[config.mk]
export PLATFORM = sky130hd
export DESIGN_NAME = chunked_addsub
export DESIGN_NICKNAME = d
export VERILOG_FILES = /design/src/rtl/chunked_addsub_pkg.sv /design/src/rtl/chunked_addsub_chunk_adder.sv /design/src/rtl/chunked_addsub.sv
export SDC_FILE = /design/constraint.sdc
export NUM_CORES = 1
export LEC_CHECK = 0
export CAP_MARGIN = 20
export CORE_ASPECT_RATIO = 1.1
export CORE_MARGIN = 5
export CORE_UTILIZATION = 53
export CTS_CLUSTER_DIAMETER = 30
export DETAILED_ROUTE_END_ITERATION = 10
export PLACE_DENSITY = 0.9
export REMOVE_ABC_BUFFERS = 1
export SLEW_MARGIN = 30
export SYNTH_ARGS = -nofsm -noshare
export SYNTH_HDL_FRONTEND = slang
export SYNTH_SLANG_ARGS = --single-unit
[constraint.sdc]
create_clock -name clk -period 4.7 [get_ports clk]
set_input_delay 0.705 -clock clk [delete_from_list [all_inputs] [get_ports clk]]
set_output_delay 0.705 -clock clk [all_outputs]
set_load 0.02 [all_outputs]
[src/rtl/chunked_addsub_pkg.sv]
// Shared types for the chunked add/subtract unit: FSM encoding and the flag
// bundle layout that the ALU flag register also uses.
package chunked_addsub_pkg;

  typedef enum logic [1:0] {
    ST_IDLE = 2'd0,
    ST_RUN  = 2'd1,
    ST_DONE = 2'd2
  } state_t;

  typedef struct packed {
    logic carry;
    logic overflow;
    logic zero;
    logic negative;
  } flags_t;

  // Chunk counter width; a single-chunk configuration still needs one bit.
  function automatic int cnt_width(int nchunk);
    return (nchunk > 1) ? $clog2(nchunk) : 1;
  endfunction

endpackage

[src/rtl/chunked_addsub_chunk_adder.sv]
// Combinational CHUNK-bit adder with carry-in; also exposes the carry into
// the top bit so the caller can derive signed overflow.
module chunk_adder #(
  parameter int CHUNK = 8
) (
  input  logic [CHUNK-1:0] a,
  input  logic [CHUNK-1:0] b,
  input  logic             cin,
  output logic [CHUNK-1:0] sum,
  output logic             cout,
  output logic             msb_cin
);

  logic [CHUNK:0] full;

  assign full    = {1'b0, a} + {1'b0, b} + {{CHUNK{1'b0}}, cin};
  assign sum     = full[CHUNK-1:0];
  assign cout    = full[CHUNK];
  // Top sum bit is a ^ b ^ carry_in, so the carry in can be recovered from it.
  assign msb_cin = full[CHUNK-1] ^ a[CHUNK-1] ^ b[CHUNK-1];

endmodule

[src/rtl/chunked_addsub.sv]
// Multi-cycle add/subtract: CHUNK bits per clock, carry rippled through a
// register, optional signed saturation, valid/ready on both sides.
module chunked_addsub
  import chunked_addsub_pkg::*;
#(
  parameter int WIDTH = 32,
  parameter int CHUNK = 8
) (
  input  logic             clk,
  input  logic             rst_n,
  input  logic             in_valid,
  output logic             in_ready,
  input  logic [WIDTH-1:0] op_a,
  input  logic [WIDTH-1:0] op_b,
  input  logic             sub,
  input  logic             sat,
  output logic             out_valid,
  input  logic             out_ready,
  output logic [WIDTH-1:0] result,
  output logic             carry_out,
  output logic             overflow,
  output logic             zero,
  output logic             negative,
  output logic             busy
);

  localparam int NCHUNK = WIDTH / CHUNK;
  localparam int CW     = cnt_width(NCHUNK);

  if (CHUNK < 1 || (WIDTH % CHUNK) != 0) begin : g_bad_chunk
    $error("chunked_addsub: CHUNK (%0d) must divide WIDTH (%0d)", CHUNK, WIDTH);
  end

  state_t state, state_nx;

  logic [NCHUNK-1:0][CHUNK-1:0] a_q, b_q, acc_q, acc_nx;
  logic                         carry_q, sat_q;
  logic [CW-1:0]                cnt;
  logic [WIDTH-1:0]             result_q, final_res;
  flags_t                       flags_q;

  logic [CHUNK-1:0] a_k, b_k, s_k;
  logic             c_k, msb_cin_k, ovf_k, last, accept;

  // ---------------------------------------------------------------- FSM
  // NOTE: sequential state uses non-blocking assignments so every flop samples
  // pre-edge values regardless of process ordering.
  always_ff @(posedge clk) begin
    if (!rst_n) state <= ST_IDLE;
    else        state <= state_nx;
  end

  // NOTE: every output of this block gets a default first, so no path leaves a
  // variable unassigned and no latch is inferred.
  always_comb begin
    state_nx  = state;
    in_ready  = 1'b0;
    out_valid = 1'b0;
    case (state)
      ST_IDLE: begin
        in_ready = 1'b1;
        if (in_valid) state_nx = ST_RUN;
      end
      ST_RUN:  if (last) state_nx = ST_DONE;
      ST_DONE: begin
        out_valid = 1'b1;
        if (out_ready) state_nx = ST_IDLE;
      end
      default: state_nx = ST_IDLE;
    endcase
  end

  assign busy   = (state != ST_IDLE);
  assign accept = in_valid && in_ready;
  assign last   = (cnt == CW'(NCHUNK - 1));

  // ---------------------------------------------------------------- datapath
  always_comb begin
    a_k = '0;
    b_k = '0;
    for (int i = 0; i < NCHUNK; i++) begin
      if (cnt == CW'(i)) begin
        a_k = a_q[i];
        b_k = b_q[i];
      end
    end
  end

  chunk_adder #(.CHUNK(CHUNK)) u_adder (
    .a       (a_k),
    .b       (b_k),
    .cin     (carry_q),
    .sum     (s_k),
    .cout    (c_k),
    .msb_cin (msb_cin_k)
  );

  always_comb begin
    acc_nx = acc_q;
    for (int i = 0; i < NCHUNK; i++) begin
      if (cnt == CW'(i)) acc_nx[i] = s_k;
    end
  end

  // Signed overflow: carry into the sign bit differs from carry out of it.
  assign ovf_k = c_k ^ msb_cin_k;

  always_comb begin
    final_res = acc_nx;
    if (sat_q && ovf_k)
      final_res = a_k[CHUNK-1] ? {1'b1, {(WIDTH-1){1'b0}}} : {1'b0, {(WIDTH-1){1'b1}}};
  end

  // NOTE: operand/accumulator registers carry no reset: they are always loaded
  // at the accept edge before being read, and only the FSM gates their use.
  always_ff @(posedge clk) begin
    if (accept) begin
      a_q     <= op_a;
      b_q     <= op_b ^ {WIDTH{sub}};
      carry_q <= sub;
      sat_q   <= sat;
      cnt     <= '0;
    end else if (state == ST_RUN) begin
      acc_q   <= acc_nx;
      carry_q <= c_k;
      if (!last) cnt <= cnt + 1'b1;
    end
  end

  // Visible outputs change only when an operation completes.
  always_ff @(posedge clk) begin
    if (!rst_n) begin
      result_q <= '0;
      flags_q  <= '0;
    end else if (state == ST_RUN && last) begin
      result_q         <= final_res;
      flags_q.carry    <= c_k;
      flags_q.overflow <= ovf_k;
      flags_q.zero     <= (final_res == '0);
      flags_q.negative <= final_res[WIDTH-1];
    end
  end

  assign result    = result_q;
  assign carry_out = flags_q.carry;
  assign overflow  = flags_q.overflow;
  assign zero      = flags_q.zero;
  assign negative  = flags_q.negative;

endmodule

Yosys cells after proc, flatten, opt, wreduce, memory -nomap -nowiden

Index checks and enable logic that the tools add are counted.

Input bits: 70
Bits in read-only memories: 0
Output and inout port bits: 39
Memories kept: 0
Latch bits: 0
Memory bits (writable): 0
Register bits after elaboration: 138

Reduce and logical (&&, ||, !) cells: 11
$add $sub $neg: 3
Div/mod/pow operators: 0
Mux-type cells: 22
Order comparisons: 0
Multipliers: 0
Equal/unequal tests: 8
Shifts and indexed selects: 0
Bitwise gates (word level): 6

Operator list:

| kind                                                                   | count |
|---|---|
| 8-bit 2-to-1 mux                                                       | 12 |
| 32-bit 2-to-1 mux                                                      | 2 |
| 32-bit logical NOT                                                     | 1 |
| 32-bit bitwise XOR                                                     | 1 |
| 8-bit by 8-bit adder with 9-bit output                                 | 1 |
| 9-bit by 1-bit adder with 9-bit output                                 | 1 |
| 2-bit equality test (second input constant)                            | 3 |
| 2-bit 2-to-1 mux                                                       | 3 |
| 2-bit inequality test (second input constant)                          | 3 |
| 2-bit one-hot mux with 3 select lines                                  | 1 |
| 2-bit by 1-bit equality test with 1-bit output (second input constant) | 2 |
| 2-bit logical NOT                                                      | 2 |
| 1-bit 2-to-1 mux                                                       | 4 |
| 2-bit AND reduction                                                    | 2 |
| 2-bit nonzero test                                                     | 2 |
| 1-bit logical AND                                                      | 3 |
| 3-bit AND reduction                                                    | 1 |
| 1-bit bitwise XOR                                                      | 3 |
| 2-bit by 1-bit adder with 2-bit output (second input constant)         | 1 |
| 1-bit NOT                                                              | 2 |

Depth between registers and ports, before layout

Gate-level depths: netlist of run 1.

Word-level depth: 13
Gate-level depth with buffers: 21
Gate-level depth less buffers: 18

Modules after synthesis

Synthesis of run 1 repeated with hierarchy kept, for this count alone.

Cell total of the unflattened synthesis: 551
Area, all modules: 6,457.4 sq um

Modules (own cells, without submodules):

| module         | area an instance (sq um) | instances | cells each |
|---|---|---|---|
| chunked_addsub | 6,080.8                  | 1         | 507 |
| chunk_adder    | 376.6                    | 1         | 44 |

Worst setup path after synthesis of run 1

No wires, ideal clock.

Kind: register to register
Start: register cnt[0]
End: register result_q[10] (netlist: result[10])
Required time: 4.583 ns
Stages on the path, launching flop included: 20
Path buffers: 4
Data arrival time: 3.960 ns
Setup time: 0.117 ns
Setup slack: 0.624 ns
Cell sequence: dfxtp_1 -> ha_1 -> buf_2 -> buf_1 -> buf_1 -> a21oi_1 -> nor2_1 -> a21oi_1 -> nor2_1 -> a21oi_1 -> fa_1 -> fa_1 -> nand2b_1 -> a21oi_1 -> o22ai_4 -> xor2_4 -> o21ai_1 -> clkbuf_1 -> nand3_1 -> a22o_1

Word-level cells in the longest chain between the ends: 12

RTL lines:

| element                                | RTL line                         | RTL |
|---|---|---|
| start, declared                        | chunked_addsub.sv:38             | `logic [CW-1:0] cnt;` |
| start signal, assigned                 | chunked_addsub.sv:126            | `if (!last) cnt <= cnt + 1'b1;` |
| 2-bit logical NOT                      | chunked_addsub.sv:82             | `if (cnt == CW'(i)) begin` |
| 8-bit 2-to-1 mux (4 in a row)          | chunked_addsub.sv:82             |  |
| 8-bit by 8-bit adder with 9-bit output | chunked_addsub_chunk_adder.sv:16 | `assign full = {1'b0, a} + {1'b0, b} + {{CHUNK{1'b0}}, cin};` |
| 9-bit by 1-bit adder with 9-bit output | chunked_addsub_chunk_adder.sv:16 |  |
| 1-bit bitwise XOR (2 in a row)         | chunked_addsub_chunk_adder.sv:20 | `assign msb_cin = full[CHUNK-1] ^ a[CHUNK-1] ^ b[CHUNK-1];` |
| 1-bit bitwise XOR                      | chunked_addsub.sv:106            | `assign ovf_k = c_k ^ msb_cin_k;` |
| 1-bit logical AND                      | chunked_addsub.sv:110            | `if (sat_q && ovf_k)` |
| 32-bit 2-to-1 mux                      | chunked_addsub.sv:110            |  |
| end signal, assigned                   | chunked_addsub.sv:136            | `result_q <= final_res;` |
| end, declared                          | chunked_addsub.sv:39             | `logic [WIDTH-1:0] result_q, final_res;` |

Several ways; a longest one is shown, not always the timed one.
A chain may end at the register's enable or synchronous reset.

Final worst setup path of run 1

Start: register cnt[0]
End: register result_q[13] (netlist: result[13])

Same word-level chain as after synthesis.

==> impl_summary.txt, run 1 <==
----------------------------------------------------
[Run status]
  Run status ... finished clean

[Logic synthesis]
  Synthesis Warnings ... 0
  Register area share after synthesis ... 0.577
  #FFs+latches synth ... 137
  Count of flip-flops with a built-in enable after synthesis ... 98
  Instance count of the mapped netlist ... 544
  Primary FF master, synth ... edfxtp_1
  Async S/R FF share, synth ... 0
  Post-synth cell types ... 52
  Synth Cell Area ... 6450 µm²
  Mean instance size in the synthesized netlist ... 11.9 µm²

[Routing]
  Via total after detailed routing ... 4624
  Vias per Instance ... around 5.7
  DR DRC count ... 0
  Aggregate routed wire length ... 14.2 mm
  First drt pass iteration count ... 5
  Detailed router's first-iteration violation count ... around 270
  Remaining antenna violation count ... 0
  Detailed-route wire length per cell ... 17.5 µm

[Worst setup path]
  Element type at the critical path end ... flop
  Most frequent CP cell ... a21oi_1
  Critical path required time ... 5.06 ns
  CP arrival ... approximately 4.7 ns
  Kind of start point of the critical path ... flop
  Critical path's slowest cell ... a31oi_4
  Critical Path Max Stage Delay ... 0.70 ns
  CP cell instances ... ha_2 > a21oi_1 > nor2_1 > a21oi_1 > nor2_1 > a21oi_1 > fa_1 > fa_1 > nand2b_1 > a21oi_1 > o22ai_4 > xor2_4 > xor2_4 > a31oi_4 > a22o_1
  Crit-path max FO ... 31
  Path type of the worst setup path ... flop to flop

[Timing]
  Highest achievable clock rate ... 0.231 GHz
  Final setup violating endpoints ... 0
  Slew Viols, Final ... 0
  Measured slew at the worst slew-check pin ... 0.902 ns
  Final worst path period need ... 4.33 ns
  Final clock skew ... ~0.0084 ns
  Share of the cycle needed by the critical path after routing ... 0.921
  Max-Slew Margin vs Limit ... 0.399
  Final setup slack of the worst path ... 0.371 ns
  RSZ-0062 raised after global routing ... no
  Count of endpoints failing hold in the final timing report ... 0

[Floorplanning]
  Floorplan core area ... 12000 µm²
  Die X ... around 120 µm
  Vertical die dimension ... about 130 µm
  Die area ... roughly 14000 µm²
  Core Rows ... 42
  Boundary pin count ... about 110
  Initial core utilization ... 0.539

[Placed design]
  Worst setup slack after placement ... 0.446 ns
  Count of input and output buffers ... ~110
  Post-detailed-placement half-perimeter wirelength ... 10.1 mm
  Placed standard-cell area ... between 7000 and 8000 µm²
  Final weighted congestion in routability-driven placement ... 0.845
  Placed cell count ... 781

[Run]
  Count of max-cap constraint violations ... 0

[CTS]
  Root cell of the clock tree ... clkbuf_16
  Post_cts resized ... 0
  Clock tree buffer depth ... 2
  Total number of clock tree sinks ... 137
  Clk pin slew, worst setup/hold paths ... 0.06 ns
  Skew-Pair Late Insertion Delay ... 0.42 ns
  Count of H-tree levels built during CTS ... 4
  Clock buffers created by TritonCTS ... 17
  CTS tree ... done
  Buffer count from post-CTS setup fixing ... 0
  Cts hold-fix bufs ... 0

[Global route]
  Maximum number of pins on one net before global-route repair ... 46
  Via count of the first global-routing pass ... ~4700
  Overflow left after global routing ... 0
  Total routing usage reported by global routing ... 0.204
  Initial antenna violation count ... 0
  First-pass GRT wire length ... ~23 mm

[Final layout]
  N_diodes ... 0
  Non-filler cells in the finished layout ... 813
  Layout-stage area growth over the synthesis result ... 27.2%
  Final Core Density ... 0.685
  Fraction of final layout cells with drive strength greater than 1 ... 0.117
  Final-stage net count ... 729
  Final standard cell area without fillers ... 8210 µm²
  Most common cell after layout, fill and taps aside ... clkdlybuf4s50_1
  Number of inserted filler cells in the final layout ... 873
  Top library cells by usage in the layout, fill and taps aside ... clkdlybuf4s50_1 (107), edfxtp_1 (98), nor2_1 (43)

[Pwr]
  VDD IR-drop max ... approximately 380 µV
  Leakage power figure ... 3.08 nW
  Power Density ... roughly 600 nW/µm²
  Total Power ... 4.94 mW

[Hold path]
  Hold Path Class ... flop to flop

----------------------------------------------------
final cells by class:
cell class,count,area [µm²],share of cell area
inverter,17,63.8,0.00778
timing repair buffer,119,1160,0.141
clock inverter,7,35.0,0.00427
tap,154,193,0.0235
multi-input combinational,354,2500,0.305
sequential,137,3720,0.454
clock buffer,25,528,0.0643
report_power, final:
group          switching (mW)  total, mW  internal (mW)
logic                    1.32       2.14          0.819
registers              0.0533       1.55           1.49
clock network           0.477       1.25          0.773
total                    1.85       4.94           3.09
flip-flops by register name, summed over array words and instances (netlist names):
signal and count:
b_q 32, acc_q 32, result 32, cnt 2, overflow 1, a_q 32, sat_q 1, carry_q 1
state 2, carry_out 1, zero 1
path summary, 6_finish.rpt:
path                                    to  startpoint  cells past startpoint  slack (ns)
worst min-delay path                  zero        zero                      2        0.45
worst max register to register  result[13]      cnt[0]                     15        0.37
worst max-delay path            result[13]      cnt[0]                     15        0.37
worst min register to register        zero        zero                      2        0.45
kinds of logic after synthesis:
logic type	Yosys count	synth area share
AO/OA/AOI/OAI	121	0.132
XOR/XNOR	39	0.0587
adder cells (fa/ha/maj)	13	0.0275
buffers and inverters	53	0.0363
flip-flops	137	0.577
multiplexers	29	0.0491
AND/OR/NAND/NOR	152	0.119
layer usage:
metal | vias to the layer above | track usage | share of wire
li1 | 2181 | - | -
met1 | 2189 | 0.242 | 0.39
met2 | 216 | 0.341 | 0.51
met3 | 38 | 0.0585 | 0.078
met4 | 0 | 0.0919 | 0.026
met5 | - | 0 | 0
metrics by stage:
step	hold WS, ns	TNS (ns)
finish	0.451	0
global route	0.468	0
CTS	0.454	0
detailed placement	0.446	0
global placement	0.440	0
floorplan	0.487	-0.00942
cells in the mapped netlist, types with 3 or more instances:
library cell / count / area share
nand3b_1: 28 / 0.033
edfxtp_1: 98 / 0.46
a21oi_1: 38 / 0.029
inv_1: 16 / 0.0093
buf_2: 4 / 0.0031
xor2_1: 35 / 0.047
o21ai_0: 15 / 0.012
nor2b_1: 5 / 0.0048
nor4_1: 6 / 0.0058
and2_1: 3 / 0.0029
dfxtp_1: 39 / 0.12
buf_6: 3 / 0.0052
a21o_1: 8 / 0.0093
nand3_1: 10 / 0.0078
ha_1: 11 / 0.021
a22o_1: 32 / 0.043
o21a_1: 4 / 0.0047
nor2_1: 43 / 0.025
mux2i_1: 8 / 0.012
o21ai_1: 5 / 0.0039
buf_1: 6 / 0.0035
mux2_2: 21 / 0.037
nand2_1: 40 / 0.023
clkbuf_1: 21 / 0.012
nand2b_1: 7 / 0.0068
critical path, delay by kind of cell (launching register included):
family          cells  cell delay, ns
fa+ha+maj           3            1.37
flops               1            0.41
compound gates      7            1.67
xor+xnor            2            0.39
simple gates        3            0.41
Power figures use the tool's default switching activity.
==> run 2: changes to the inputs <==
--- a/config.mk
+++ b/config.mk
@@ -12,7 +12,7 @@
 export CTS_CLUSTER_DIAMETER = 30
 export DETAILED_ROUTE_END_ITERATION = 10
 export PLACE_DENSITY = 0.9
-export REMOVE_ABC_BUFFERS = 1
+export SETUP_SLACK_MARGIN = 0.4
 export SLEW_MARGIN = 30
 export SYNTH_ARGS = -nofsm -noshare
 export SYNTH_HDL_FRONTEND = slang
==> impl_summary.txt, run 2 (synthesis gave the netlist of run 1 again) <==
----------------------------------------------------
[Routing]
  DR DRC count ... 0 (unchanged)
  Detailed-route wire length per cell ... 18.9 µm (+8.1%)
  Aggregate routed wire length ... 15.4 mm (+8.5%)
  Vias per Instance ... 5.80 (+2.0%)
  First drt pass iteration count ... 5 (unchanged)
  Via total after detailed routing ... 4736 (+2.4%)
  Remaining antenna violation count ... 0 (unchanged)
  Detailed router's first-iteration violation count ... 489 (+79%)

[Run status]
  Run status ... finished clean

[CTS]
  Clock buffers created by TritonCTS ... 17 (unchanged)
  Clk pin slew, worst setup/hold paths ... 0.06 ns (about the same)
  Cts hold-fix bufs ... 0 (unchanged)
  CTS tree ... done
  Skew-Pair Late Insertion Delay ... 0.42 ns (about the same)
  Root cell of the clock tree ... clkbuf_16
  Clock tree buffer depth ... 2 (unchanged)
  Total number of clock tree sinks ... 137 (unchanged)
  Count of H-tree levels built during CTS ... 4 (unchanged)

[Global route]
  Initial antenna violation count ... 0 (unchanged)
  Overflow left after global routing ... 0 (unchanged)
  Total routing usage reported by global routing ... 0.217 (+0.0128)
  Via count of the first global-routing pass ... 4823 (+1.9%)
  First-pass GRT wire length ... 24.5 mm (+5.7%)
  Maximum number of pins on one net before global-route repair ... 39 (-15%)

[Timing]
  Highest achievable clock rate ... 0.249 GHz (+7.7%)
  Setup Total Neg Slack ... 0 ns (unchanged)
  Final setup violating endpoints ... 0 (unchanged)
  Slew Viols, Final ... 0 (unchanged)
  RSZ-0062 raised after global routing ... no
  Count of endpoints failing hold in the final timing report ... 0 (unchanged)
  Max-Slew Margin vs Limit ... 0.405 (+0.00654)
  Final clock skew ... 0.00900 ns (+0.000616 ns)
  Share of the cycle needed by the critical path after routing ... 0.855 (-0.0657)
  Final worst path period need ... 4.02 ns (-0.309 ns)
  Measured slew at the worst slew-check pin ... 0.892 ns (-0.00981 ns)

[Final layout]
  Final standard cell area without fillers ... 8380 µm² (+2.1%)
  N_diodes ... 0 (unchanged)
  Number of inserted filler cells in the final layout ... 792 (-9.3%)
  Area of combinational cells with multiple inputs ... 2630 µm² (+4.8%)
  Most common cell after layout, fill and taps aside ... clkdlybuf4s50_1
  Flip-flop and latch area ... 3720 µm² (unchanged)
  Layout-stage area growth over the synthesis result ... 29.9%
  Fraction of final layout cells with drive strength greater than 1 ... 0.142 (+0.0252)
  Top library cells by usage in the layout, fill and taps aside ... clkdlybuf4s50_1 (107), edfxtp_1 (98), nor2_1 (43)
  Final-stage net count ... 732 (+0.41%)

[Pwr]
  Fraction of power spent switching nets ... 0.393 (+0.0181)
  P_sw ... 2.09 mW (+13%)
  Leakage power figure ... 3.11 nW (+0.81%)
  Sequential power share ... 0.292 (-0.021)
  Relative contribution of the clock network to total power ... 0.256 (+0.003)
  Power Internal ... 3.23 mW (+4.5%)
  Comb power frac ... 0.453 (+0.020)
  Power Density ... 634 nW/µm² (+5.4%)
  VDD IR-drop max ... 361 µV (-5.2%)

[Worst setup path]
  Kind of start point of the critical path ... flop
  Worst flop-to-flop path endpoint ... result[13]
  Worst R2R Setup Slack ... 0.68 ns (+0.31 ns)
  Worst r2r src ... cnt[0]
  Element type at the critical path end ... flop
  Worst setup path start ... cnt[0]
  Worst reg2reg path depth ... 15 (unchanged)
  CP arrival ... 4.33 ns (-0.36 ns)
  Crit-path max FO ... 17 (-45%)
  Path type of the worst setup path ... flop to flop
  Critical path required time ... 5.01 ns (-0.05 ns)

[Placed design]
  Placed standard-cell area ... 7640 µm² (about the same)
  Post-detailed-placement half-perimeter wirelength ... 10.5 mm (+3.9%)
  Count of input and output buffers ... 108 (unchanged)
  Final weighted congestion in routability-driven placement ... 0.923 (+9.2%)

[Floorplanning]
  Initial core utilization ... 0.539 (unchanged)
  Core Rows ... 42 (unchanged)
  Die X ... 115 µm (unchanged)
  Vertical die dimension ... 126 µm (unchanged)
  Die area ... 14500 µm² (unchanged)
  Floorplan core area ... 12000 µm² (unchanged)
  Boundary pin count ... 109 (unchanged)

[Hold path]
  Hold Path End ... zero
  Min-Delay Path Depth ... 2 (unchanged)
  Hold wc startpoint ... zero
  Hold Path Class ... flop to flop

[Run]
  Count of max-cap constraint violations ... 0 (unchanged)

[Logic synthesis]
  Post-Synthesis Net Count ... 627

----------------------------------------------------
run 2: worst max path at each step:
stage                      end  slack [ns]
floorplan           result[10]        0.62
CTS                       zero        0.46
finish              result[13]        0.68
detailed placement   result[0]        0.24
global route              zero        0.40
global placement    result[23]        0.44
run 2: power by group through the flow:
stage	clock network [mW]	registers [mW]	logic (mW)
global route	1.43	1.56	2.59
CTS	1.37	1.54	2.22
finish	1.36	1.55	2.41
floorplan	0	1.56	1.57
global placement	0	1.56	2.04
detailed placement	0	1.57	2.13
run 2: per-stage QoR:
stage	hold slack [ns]	utilization	setup slack [ns]	power (mW)	instances
2_1_floorplan	0.487	-	0.624	3.13	544
3_3_place_gp	0.438	0.638	0.440	3.60	782
3_5_place_dp	0.446	0.638	0.237	3.70	782
4_1_cts	0.467	0.691	0.455	5.14	815
5_1_grt	0.495	0.700	0.403	5.58	816
6_report	0.458	0.700	0.680	5.31	816
run 2: what timing repair did:
action | 4_1_cts | 5_1_grt
cloned | 1 | 0
setup buffers | 0 | 1
pin swaps | 1 | 0
resized for setup | 4 | 17
setup endpoints to repair | 32 | 32
run 2: worst max-delay path, cell delays in order (launching register included):
cell and delay, ns:
dfxtp_1 0.46, inv_2 0.10, ha_2 0.32, nor2_1 0.20, a21oi_1 0.08, nor2_1 0.13
a21oi_1 0.07, fa_1 0.41, fa_1 0.43, nand2b_1 0.20, a21oi_2 0.25, o22ai_4 0.15
xor2_4 0.24, xor2_4 0.31, a31oi_4 0.28, a22o_1 0.29
run 2: layout make-up:
type                            count  area share
Multi-Input combinational cell    355       0.313
Clock inverter                     13      0.0203
Tap cell                          154      0.0230
Sequential cell                   137       0.444
Timing Repair Buffer              121       0.140
Inverter                           17     0.00761
Clock buffer                       19      0.0516
run 2: routing by layer:
| layer | track usage | share of wire | wire length (µm) |
|---|---|---|---|
| met1 | 0.259 | 0.38 | 5850 |
| met2 | 0.362 | 0.51 | 7820 |
| met3 | 0.0585 | 0.075 | 1160 |
| met4 | 0.0981 | 0.037 | 571 |
| met5 | 0 | 0 | 0 |
==> run 3: changes to the inputs <==
--- a/config.mk
+++ b/config.mk
@@ -13,7 +13,6 @@
 export DETAILED_ROUTE_END_ITERATION = 10
 export PLACE_DENSITY = 0.9
 export SETUP_SLACK_MARGIN = 0.4
-export SLEW_MARGIN = 30
 export SYNTH_ARGS = -nofsm -noshare
 export SYNTH_HDL_FRONTEND = slang
 export SYNTH_SLANG_ARGS = --single-unit
==> impl_summary.txt, run 3 (synthesis gave the netlist of run 1 again) <==
----------------------------------------------------
[Final layout]
  Top library cells by usage in the layout, fill and taps aside ... clkdlybuf4s50_1 (107), edfxtp_1 (98), nor2_1 (43)
  Final standard cell area without fillers ... 8400 µm² (+0.15%)
  Final Core Density ... 0.701 (+0.00104)
  Fraction of final layout cells with drive strength greater than 1 ... 0.140 (-0.00214)
  N_diodes ... 0 (unchanged)
  Layout-stage area growth over the synthesis result ... 30.1%
  Most common cell after layout, fill and taps aside ... clkdlybuf4s50_1
  Final-stage net count ... 735 (+0.41%)
  Number of inserted filler cells in the final layout ... 804 (+1.5%)

[Hold path]
  Hold Path Class ... flop to flop

[CTS]
  Total number of clock tree sinks ... 137 (unchanged)
  Cts hold-fix bufs ... 0 (unchanged)
  Root cell of the clock tree ... clkbuf_16
  Count of H-tree levels built during CTS ... 4 (unchanged)
  Skew-Pair Late Insertion Delay ... 0.42 ns (about the same)
  CTS tree ... done
  Clock tree buffer depth ... 2 (unchanged)
  Clk pin slew, worst setup/hold paths ... 0.06 ns (about the same)
  Clock buffers created by TritonCTS ... 17 (unchanged)

[Global route]
  Initial antenna violation count ... 0 (unchanged)
  First-pass GRT wire length ... 24.4 mm (-0.56%)
  Overflow left after global routing ... 0 (unchanged)
  Total routing usage reported by global routing ... 0.216 (-0.000267)
  Maximum number of pins on one net before global-route repair ... 39 (unchanged)
  Via count of the first global-routing pass ... 4753 (-1.5%)

[Worst setup path]
  Kind of start point of the critical path ... flop
  Crit-path max FO ... 10 (-7)
  Element type at the critical path end ... flop
  CP arrival ... 4.46 ns (+0.13 ns)
  Worst R2R Setup Slack ... 0.59 ns (-0.09 ns)
  Path type of the worst setup path ... flop to flop
  Critical path required time ... 5.04 ns (+0.03 ns)

[Routing]
  First drt pass iteration count ... 5 (unchanged)
  Vias per Instance ... 5.76 (-0.81%)
  Aggregate routed wire length ... 15.5 mm (+0.72%)
  Remaining antenna violation count ... 0 (unchanged)
  DR DRC count ... 0 (unchanged)
  Detailed router's first-iteration violation count ... 386 (-21%)
  Detailed-route wire length per cell ... 18.9 µm (+0.35%)
  Via total after detailed routing ... 4715 (-0.44%)

[Floorplanning]
  Die X ... 115 µm (unchanged)
  Die area ... 14500 µm² (unchanged)
  Boundary pin count ... 109 (unchanged)
  Core Rows ... 42 (unchanged)
  Floorplan core area ... 12000 µm² (unchanged)
  Initial core utilization ... 0.539 (unchanged)
  Vertical die dimension ... 126 µm (unchanged)

[Timing]
  Final setup violating endpoints ... 0 (unchanged)
  Highest achievable clock rate ... 0.243 GHz (-2.3%)
  Count of endpoints failing hold in the final timing report ... 0 (unchanged)
  Final setup slack of the worst path ... 0.585 ns (-0.0945 ns)
  Slew Viols, Final ... 0 (unchanged)
  Final worst path period need ... 4.11 ns (+0.0945 ns)
  Setup Total Neg Slack ... 0 ns (unchanged)
  Max-Slew Margin vs Limit ... 0.392 (-0.0132)
  Share of the cycle needed by the critical path after routing ... 0.875 (+0.0201)
  RSZ-0062 raised after global routing ... no
  Min Hold Slack ... 0.478 ns (+0.0201 ns)
  Measured slew at the worst slew-check pin ... 0.912 ns (+0.0198 ns)
  Final clock skew ... 0.0105 ns (+0.00147 ns)

[Run status]
  Run status ... finished clean

[Run]
  Count of max-cap constraint violations ... 0 (unchanged)

[Placed design]
  Worst setup slack after placement ... 0.236 ns (-0.00133 ns)
  Final weighted congestion in routability-driven placement ... 0.923 (unchanged)
  Count of input and output buffers ... 108 (unchanged)
  Placed standard-cell area ... 7640 µm² (about the same)
  Post-detailed-placement half-perimeter wirelength ... 10.5 mm (-0.33%)

[Pwr]
  Leakage power figure ... 3.13 nW (+0.66%)
  VDD IR-drop max ... 324 µV (-10%)
  Power Density ... 639 nW/µm² (+0.77%)

[Logic synthesis]
  Post-Synthesis Net Count ... 627 (unchanged)

----------------------------------------------------
run 3: metrics by stage:
step,std cells,total power [mW]
2_1_floorplan,544,3.13
3_3_place_gp,782,3.60
3_5_place_dp,782,3.70
4_1_cts,815,5.13
5_1_grt,819,5.63
6_report,819,5.36
run 3: final cells by class:
| class | count | area [µm²] | area share |
|---|---|---|---|
| clock buffers | 19 | 433 | 0.0516 |
| clock inverters | 13 | 166 | 0.0198 |
| inverters | 17 | 63.8 | 0.00760 |
| multi-input cells | 355 | 2600 | 0.309 |
| flip-flops and latches | 137 | 3720 | 0.444 |
| well taps | 154 | 193 | 0.0230 |
| repair buffers | 124 | 1220 | 0.145 |
run 3: where the power goes:
part	total, mW	internal [mW]	leakage, nW	switching, mW
Sequential	1.55	1.49	1.25	0.0567
Combinational	2.45	0.942	1.59	1.50
Clock	1.37	0.840	0.285	0.525
run 3: what timing repair did:
action / in CTS / in global routing
setup endpoints to repair: 32 / 35
gates cloned: 1 / 0
resized for setup: 3 / 15
buffers inserted: 0 / 3
pin swaps: 1 / 4
run 3: worst paths after layout:
path,cells past startpoint,start,to
hold reg to reg,1,result[28],result[28]
setup reg to reg,18,cnt[1],zero
hold / removal,1,result[28],result[28]
setup / recovery,18,cnt[1],zero
run 3: critical path, cell delays in order, from the launching register on:
cell and delay (ns):
dfxtp_1 0.35, inv_1 0.17, ha_4 0.23, nand2_1 0.07, nor2_1 0.10, a21oi_1 0.07
nor2_1 0.15, a21oi_1 0.08, nor2_1 0.12, a21oi_1 0.06, fa_1 0.41, fa_1 0.42
xnor2_1 0.25, mux2i_1 0.34, nand3_1 0.13, or4_1 0.44, nor4_1 0.20, o2111ai_1 0.22
o21ai_1 0.22
run 3: routing by layer:
metal,track usage,up-vias,part of all wire
li1,-,2190,-
met1,0.263,2267,0.38
met2,0.371,216,0.52
met3,0.0566,42,0.073
met4,0.0746,0,0.026
met5,0,-,0
